===== src/rtl/flow_zigzag.sv =====
// Double-buffered 8x8 raster-to-zigzag reorder stage on the flow valid/sob/eob/sof interface.
// The writer fills one 64-entry bank while the reader drains the other in JPEG zigzag order.
module flow_zigzag #(
    parameter int N = 2
) (
    input  logic            clk_i,
    input  logic            rst_ni,
    input  logic            en_i,
    input  logic            in_valid_i,
    input  logic [N*16-1:0] in_data_i,
    input  logic            in_sob_i,
    input  logic            in_eob_i,
    input  logic            in_sof_i,
    output logic            out_valid_o,
    output logic [N*16-1:0] out_data_o,
    output logic            out_sob_o,
    output logic            out_eob_o,
    output logic            out_sof_o,
    output logic            err_o
);

    localparam int B  = 64 / N;
    localparam int CW = $clog2(B);
    localparam logic [CW-1:0] LAST = CW'(B - 1);

    // Zigzag position -> raster index of the 8x8 block.
    function automatic logic [5:0] zz(input logic [5:0] idx);
        logic [5:0] r;
        case (idx)
            6'd0:  r = 6'd0;  6'd1:  r = 6'd1;  6'd2:  r = 6'd8;  6'd3:  r = 6'd16;
            6'd4:  r = 6'd9;  6'd5:  r = 6'd2;  6'd6:  r = 6'd3;  6'd7:  r = 6'd10;
            6'd8:  r = 6'd17; 6'd9:  r = 6'd24; 6'd10: r = 6'd32; 6'd11: r = 6'd25;
            6'd12: r = 6'd18; 6'd13: r = 6'd11; 6'd14: r = 6'd4;  6'd15: r = 6'd5;
            6'd16: r = 6'd12; 6'd17: r = 6'd19; 6'd18: r = 6'd26; 6'd19: r = 6'd33;
            6'd20: r = 6'd40; 6'd21: r = 6'd48; 6'd22: r = 6'd41; 6'd23: r = 6'd34;
            6'd24: r = 6'd27; 6'd25: r = 6'd20; 6'd26: r = 6'd13; 6'd27: r = 6'd6;
            6'd28: r = 6'd7;  6'd29: r = 6'd14; 6'd30: r = 6'd21; 6'd31: r = 6'd28;
            6'd32: r = 6'd35; 6'd33: r = 6'd42; 6'd34: r = 6'd49; 6'd35: r = 6'd56;
            6'd36: r = 6'd57; 6'd37: r = 6'd50; 6'd38: r = 6'd43; 6'd39: r = 6'd36;
            6'd40: r = 6'd29; 6'd41: r = 6'd22; 6'd42: r = 6'd15; 6'd43: r = 6'd23;
            6'd44: r = 6'd30; 6'd45: r = 6'd37; 6'd46: r = 6'd44; 6'd47: r = 6'd51;
            6'd48: r = 6'd58; 6'd49: r = 6'd59; 6'd50: r = 6'd52; 6'd51: r = 6'd45;
            6'd52: r = 6'd38; 6'd53: r = 6'd31; 6'd54: r = 6'd39; 6'd55: r = 6'd46;
            6'd56: r = 6'd53; 6'd57: r = 6'd60; 6'd58: r = 6'd61; 6'd59: r = 6'd54;
            6'd60: r = 6'd47; 6'd61: r = 6'd55; 6'd62: r = 6'd62; 6'd63: r = 6'd63;
            default: r = 6'd0;
        endcase
        return r;
    endfunction

    logic [15:0]     mem_q [2][64];
    logic [1:0]      full_q, full_d;
    logic [1:0]      sof_q, sof_d;
    logic [CW-1:0]   wcnt_q, wcnt_d;
    logic            wbank_q, wbank_d;
    logic            open_q, open_d;
    logic            rd_active_q, rd_active_d;
    logic            rbank_q, rbank_d;
    logic [CW-1:0]   rcnt_q, rcnt_d;
    logic            out_valid_q, out_valid_d;
    logic [N*16-1:0] out_data_q, out_data_d;
    logic            out_sob_q, out_sob_d;
    logic            out_eob_q, out_eob_d;
    logic            out_sof_q, out_sof_d;
    logic            err_q, err_d;

    logic            we_s, commit_s, rd_clear_s, bank_busy_s;
    logic [CW-1:0]   wslot_s;
    logic [N*16-1:0] rd_data_s;

    // Reader sequencing: one zigzag beat per cycle, chaining straight into the other bank if it is full.
    always_comb begin
        rd_active_d = rd_active_q;
        rcnt_d      = rcnt_q;
        rbank_d     = rbank_q;
        rd_clear_s  = 1'b0;
        if (rd_active_q) begin
            if (rcnt_q == LAST) begin
                rd_clear_s  = 1'b1;
                rbank_d     = ~rbank_q;
                rcnt_d      = '0;
                rd_active_d = full_q[~rbank_q];
            end else begin
                rcnt_d = rcnt_q + CW'(1);
            end
        end else if (full_q[rbank_q]) begin
            rd_active_d = 1'b1;
            rcnt_d      = '0;
        end else begin
            rd_active_d = 1'b0;
        end
    end

    // Writer: framing checks, slot selection and bank commit. A bank being released this cycle counts as free.
    always_comb begin
        wcnt_d      = wcnt_q;
        wbank_d     = wbank_q;
        open_d      = open_q;
        sof_d       = sof_q;
        err_d       = 1'b0;
        we_s        = 1'b0;
        commit_s    = 1'b0;
        wslot_s     = in_sob_i ? '0 : wcnt_q;
        bank_busy_s = full_q[wbank_q] && !(rd_clear_s && (rbank_q == wbank_q));
        if (in_valid_i) begin
            if (!(in_sob_i || open_q)) begin
                err_d = 1'b1;
            end else if (bank_busy_s) begin
                err_d  = 1'b1;
                open_d = 1'b0;
                wcnt_d = '0;
            end else begin
                we_s = 1'b1;
                if (in_sob_i) begin
                    sof_d[wbank_q] = in_sof_i;
                end else begin
                    sof_d = sof_q;
                end
                if (wslot_s == LAST) begin
                    open_d = 1'b0;
                    wcnt_d = '0;
                    if (in_eob_i) begin
                        commit_s = 1'b1;
                        wbank_d  = ~wbank_q;
                    end else begin
                        err_d = 1'b1;
                    end
                end else if (in_eob_i) begin
                    open_d = 1'b0;
                    wcnt_d = '0;
                    err_d  = 1'b1;
                end else begin
                    open_d = 1'b1;
                    wcnt_d = wslot_s + CW'(1);
                end
            end
        end else begin
            err_d = 1'b0;
        end
    end

    // Full flags: reader release and writer commit never target the same bank in one cycle.
    always_comb begin
        full_d = full_q;
        if (rd_clear_s) begin
            full_d[rbank_q] = 1'b0;
        end else begin
            full_d = full_q;
        end
        if (commit_s) begin
            full_d[wbank_q] = 1'b1;
        end else begin
            full_d = full_d;
        end
    end

    // Zigzag read of the current bank and output beat framing.
    always_comb begin
        rd_data_s = '0;
        for (int i = 0; i < N; i++) begin
            rd_data_s[16*i +: 16] = mem_q[rbank_q][zz(6'(N * int'(rcnt_q) + i))];
        end
        out_valid_d = rd_active_q;
        if (rd_active_q) begin
            out_data_d = rd_data_s;
            out_sob_d  = (rcnt_q == '0);
            out_eob_d  = (rcnt_q == LAST);
            out_sof_d  = (rcnt_q == '0) && sof_q[rbank_q];
        end else begin
            out_data_d = '0;
            out_sob_d  = 1'b0;
            out_eob_d  = 1'b0;
            out_sof_d  = 1'b0;
        end
    end

    // Coefficient storage; contents need no reset since the full flags gate every read.
    always_ff @(posedge clk_i) begin
        if (rst_ni && en_i && we_s) begin
            for (int i = 0; i < N; i++) begin
                mem_q[wbank_q][6'(N * int'(wslot_s) + i)] <= in_data_i[16*i +: 16];
            end
        end
    end

    // Control and output registers with synchronous reset and global enable.
    always_ff @(posedge clk_i) begin
        if (!rst_ni) begin
            full_q      <= 2'b00;
            sof_q       <= 2'b00;
            wcnt_q      <= '0;
            wbank_q     <= 1'b0;
            open_q      <= 1'b0;
            rd_active_q <= 1'b0;
            rbank_q     <= 1'b0;
            rcnt_q      <= '0;
            out_valid_q <= 1'b0;
            out_data_q  <= '0;
            out_sob_q   <= 1'b0;
            out_eob_q   <= 1'b0;
            out_sof_q   <= 1'b0;
            err_q       <= 1'b0;
        end else if (en_i) begin
            full_q      <= full_d;
            sof_q       <= sof_d;
            wcnt_q      <= wcnt_d;
            wbank_q     <= wbank_d;
            open_q      <= open_d;
            rd_active_q <= rd_active_d;
            rbank_q     <= rbank_d;
            rcnt_q      <= rcnt_d;
            out_valid_q <= out_valid_d;
            out_data_q  <= out_data_d;
            out_sob_q   <= out_sob_d;
            out_eob_q   <= out_eob_d;
            out_sof_q   <= out_sof_d;
            err_q       <= err_d;
        end
    end

    assign out_valid_o = out_valid_q;
    assign out_data_o  = out_data_q;
    assign out_sob_o   = out_sob_q;
    assign out_eob_o   = out_eob_q;
    assign out_sof_o   = out_sof_q;
    assign err_o       = err_q;

endmodule


===== config.mk =====
export PLATFORM = sky130hd
export DESIGN_NAME = flow_zigzag
export DESIGN_NICKNAME = d
export VERILOG_FILES = /design/src/rtl/flow_zigzag.sv
export SDC_FILE = /design/constraint.sdc
export NUM_CORES = 2
export LEC_CHECK = 0
export BUFFER_PORTS_ARGS = -buffer_cell sky130_fd_sc_hd__buf_2
export CORE_MARGIN = 4
export CORE_UTILIZATION = 55
export DETAILED_ROUTE_END_ITERATION = 6
export GPL_ROUTABILITY_DRIVEN = 0
export PLACE_DENSITY = 0.71
export RECOVER_POWER = 50
export SYNTH_ARGS = -nofsm -noshare
export SYNTH_HDL_FRONTEND = slang
export SYNTH_SLANG_ARGS = --single-unit

===== constraint.sdc =====
create_clock -name clk_i -period 6.7 [get_ports clk_i]
set_input_delay 2.01 -clock clk_i [delete_from_list [all_inputs] [get_ports clk_i]]
set_output_delay 2.01 -clock clk_i [all_outputs]
set_load 0.01 [all_outputs]

==> impl_results.md <==
* Leakage power at 0.03840 µW
* CP Cell Sequence: clkbuf_1 > clkbuf_1
* Die Width at 439.7 µm
* Crit path launch type: input pin
* Period minus WS final at 5658 ps
* Post-route DRC at 0
* Fin. max-slew vios at 1,711
* Vias per std cell at 6.380
* Post-Synthesis Cells at 6,106
* Share of layout cells above drive strength 1 at 24.84%
* Power after layout at 27,730 µW
* Fmax at 0.1767 GHz
* Outcome: finished with violations
* Rows at 158
* # port buffers at 75
* Post-CTS Hold Fix Bufs at 0
* Failing checks: max-capacitance violations, max-slew violations
* Crit Path Category: input pin to register
* GRT Total Usage at 28.09%
* Multi-input logic area at 40,280 µm²
* Max cap viols at 26
* Iteration-0 DRC Markers at 7,734
* Top cells by count, synth: edfxtp_1 (2,048), mux4_2 (870), clkbuf_1 (532), nand2_1 (509), mux2i_1 (425)
* Yosys top cell area share at 60.01%
* Cell variety after synth at 69
* Worst-margin pin slew at 4892 ps
* M3 GR Usage at 5.890%
* Largest net degree at the start of global routing at 113
* Core ar. at 185,400 µm²
* Final HPWL DP at 169,300 µm
* H-tree levels at 4
* Die area at 193,300 µm²
* RSZ-0062 raised after global routing: false
* Synth area leader: edfxtp_1
* Die Y at 439.7 µm
* Register area at 62,760 µm²
* Initial Util at 55.27%
* IO Count at 76
* Syn Area/Cell at 16.78 µm²
* YS warnings at 0
* CTS tree: done
* CTS Root Cell: clkbuf_16
* Setup TNS at 0 ps
* Top FF cell, synth: edfxtp_1
* Most common cell in the netlist: edfxtp_1
* Number of routed nets with antenna violations at 0
* Maximum VDD drop at 0.2236 mV
* Global Route met2 Usage at 44.30%
* CTS resizes at 0
* Post-synth EDFFs at 2,048
* Fill cells at 13,560
* Cell family with most CP delay: buffers and inverters
* Initial antenna violation count at 8
* CP bufs+invs at 2
* Critical path arrival at 5670 ps
* Final WL at 270,400 µm
* Critical path data required time at 6720 ps
* Area of the mapped netlist at 102,500 µm²
* Clock Path Buffers at 3
* Clock skew at 40.89 ps
* Setup Fix Bufs, Post-CTS at 0
* Met1 GRT Util at 38.07%
* Final #Nets at 6,893
* Sequential cell area fraction in the yosys report at 61.22%
* Seq cells post-synth at 2,110
* Setup violators final at 0
* Gr busiest metal: met2
* PwrDens at 240.8 nW/µm²
* Dpl cell area at 108,600 µm²
* Crit. End Element: register
* Final hold slack at 454.5 ps
* Area Growth Syn to Fin at 12.35%
* Final Hold Violating Endpoints at 0
* Share of synthesized registers carrying an async set or reset at 0%
* Slowest stage delay, CP at 3010 ps
* CTS clk-pin slew, worst paths at 60 ps
* Clk sinks at 2,110
* CTS Buf Count at 215
* Worst rel slew slack at -226.2%
* Worst min path class: register to register
* Fin crit share at 84.45%
* First-pass GRT wire length at 398,000 µm
* Worst-path fanout max at 96
* Design area at 115,100 µm²
* Synth top area cells: edfxtp_1 (60%), mux4_2 (19%), mux2i_1 (4.2%), mux2_2 (2.8%), clkbuf_1 (1.9%)
* Vias at 60,560
* Grt total ovfl at 0
* Worst-skew pair later-pin latency at 860 ps
* DR WL/cell at 28.48 µm
* Drt first pass iters at 7
* Slowest CP cell: clkbuf_1
* Most frequent CP cell: clkbuf_1
* Number of global-route vias before repair at 60,770
path summary, 6_finish.rpt:
check	startpoint	endpoint	slack [ps]	cells after the start
max reg2reg	rcnt_q[1]$_SDFFE_PN0N_	out_data_o[24]$_SDFFE_PN0P_	1250	11
min	out_data_o[8]$_SDFFE_PN0P_	out_data_o[8]$_SDFFE_PN0P_	450	2
max	in_data_i[8]	mem_q[1][408]$_DFFE_PP_	1040	2
min reg2reg	out_data_o[8]$_SDFFE_PN0P_	out_data_o[8]$_SDFFE_PN0P_	450	2
layout make-up:
| class | instances | share of cell area, % |
|---|---|---|
| Antenna cell | 2 | 0.004347 |
| Clock buffer | 289 | 5.092 |
| Tap cell | 2480 | 2.695 |
| Multi-Input combinational cell | 4189 | 34.98 |
| Sequential cell | 2110 | 54.51 |
| Clock inverter | 109 | 0.7128 |
| Timing Repair Buffer | 261 | 1.836 |
| Inverter | 52 | 0.1695 |
sequential cells by signal (all words and copies together) (netlist names), named ones only:
signal       count
out_valid_d      1
wbank_q          1
wcnt_q           5
out_valid_o      1
full_q           2
out_eob_o        1
rcnt_q           5
out_sof_o        1
rbank_q          1
err_o            1
out_sob_o        1
mem_q         2048
sof_q            2
open_q           1
out_data_o      32
where the power goes:
part           internal [µW]  total (µW)  switching (µW)
logic                    417         955             538
registers              15100       15300             246
clock network           6430       11400            5020
total                  21900       27700            5800
cell usage in the layout (no fill, tap or decap), types with 32 or more instances in the layout:
master,count
conb_1,1024
a21oi_1,192
dfxtp_1,54
mux2i_1,425
clkbuf_16,219
a221oi_1,91
a22o_1,32
buf_4,133
nand2_1,507
buf_12,37
inv_1,51
o211ai_1,70
mux2_2,259
clkinv_1,41
nand3_1,134
edfxtp_1,2048
o22ai_1,155
clkinv_2,40
clkbuf_1,122
mux4_2,870
cells by family (layout without fill, tap and decap cells):
| logic type | after synthesis | count (layout) | synth area share [%] |
|---|---|---|---|
| flip-flops | 2110 | 2110 | 61.22 |
| adder cells (fa/ha/maj) | 25 | 25 | 0.3052 |
| AO/OA/AOI/OAI | 740 | 740 | 5.117 |
| XOR/XNOR | 2 | 2 | 0.01710 |
| buffers and inverters | 830 | 711 | 3.542 |
| multiplexers | 1554 | 1554 | 26.12 |
| other | 1 | 1026 | 0.003659 |
| AND/OR/NAND/NOR | 844 | 844 | 3.680 |
metal layers:
layer / share of wire, % / vias to the layer above / wire length, µm
met5: 0 / - / 0
met4: 5.2 / 0 / 14030
met3: 10 / 650 / 27470
met2: 47 / 3322 / 127600
met1: 37 / 31210 / 101300
li1: - / 25380 / -
worst min-delay path, stage by stage, from the launching register on:
cell and delay, ps:
dfxtp_1 310, nand2_1 50, o21ai_1 50
per-stage QoR:
stage	utilization, %	worst slack [ps]	cells
after global routing	62.09	636.1	9491
after global placement	58.55	1209	9090
final	62.09	1042	9492
after floorplan	-	996.9	7129
after CTS	62.17	1172	9490
after detailed placement	58.57	1187	9092
No activity file was read; power rests on OpenSTA's default activity.
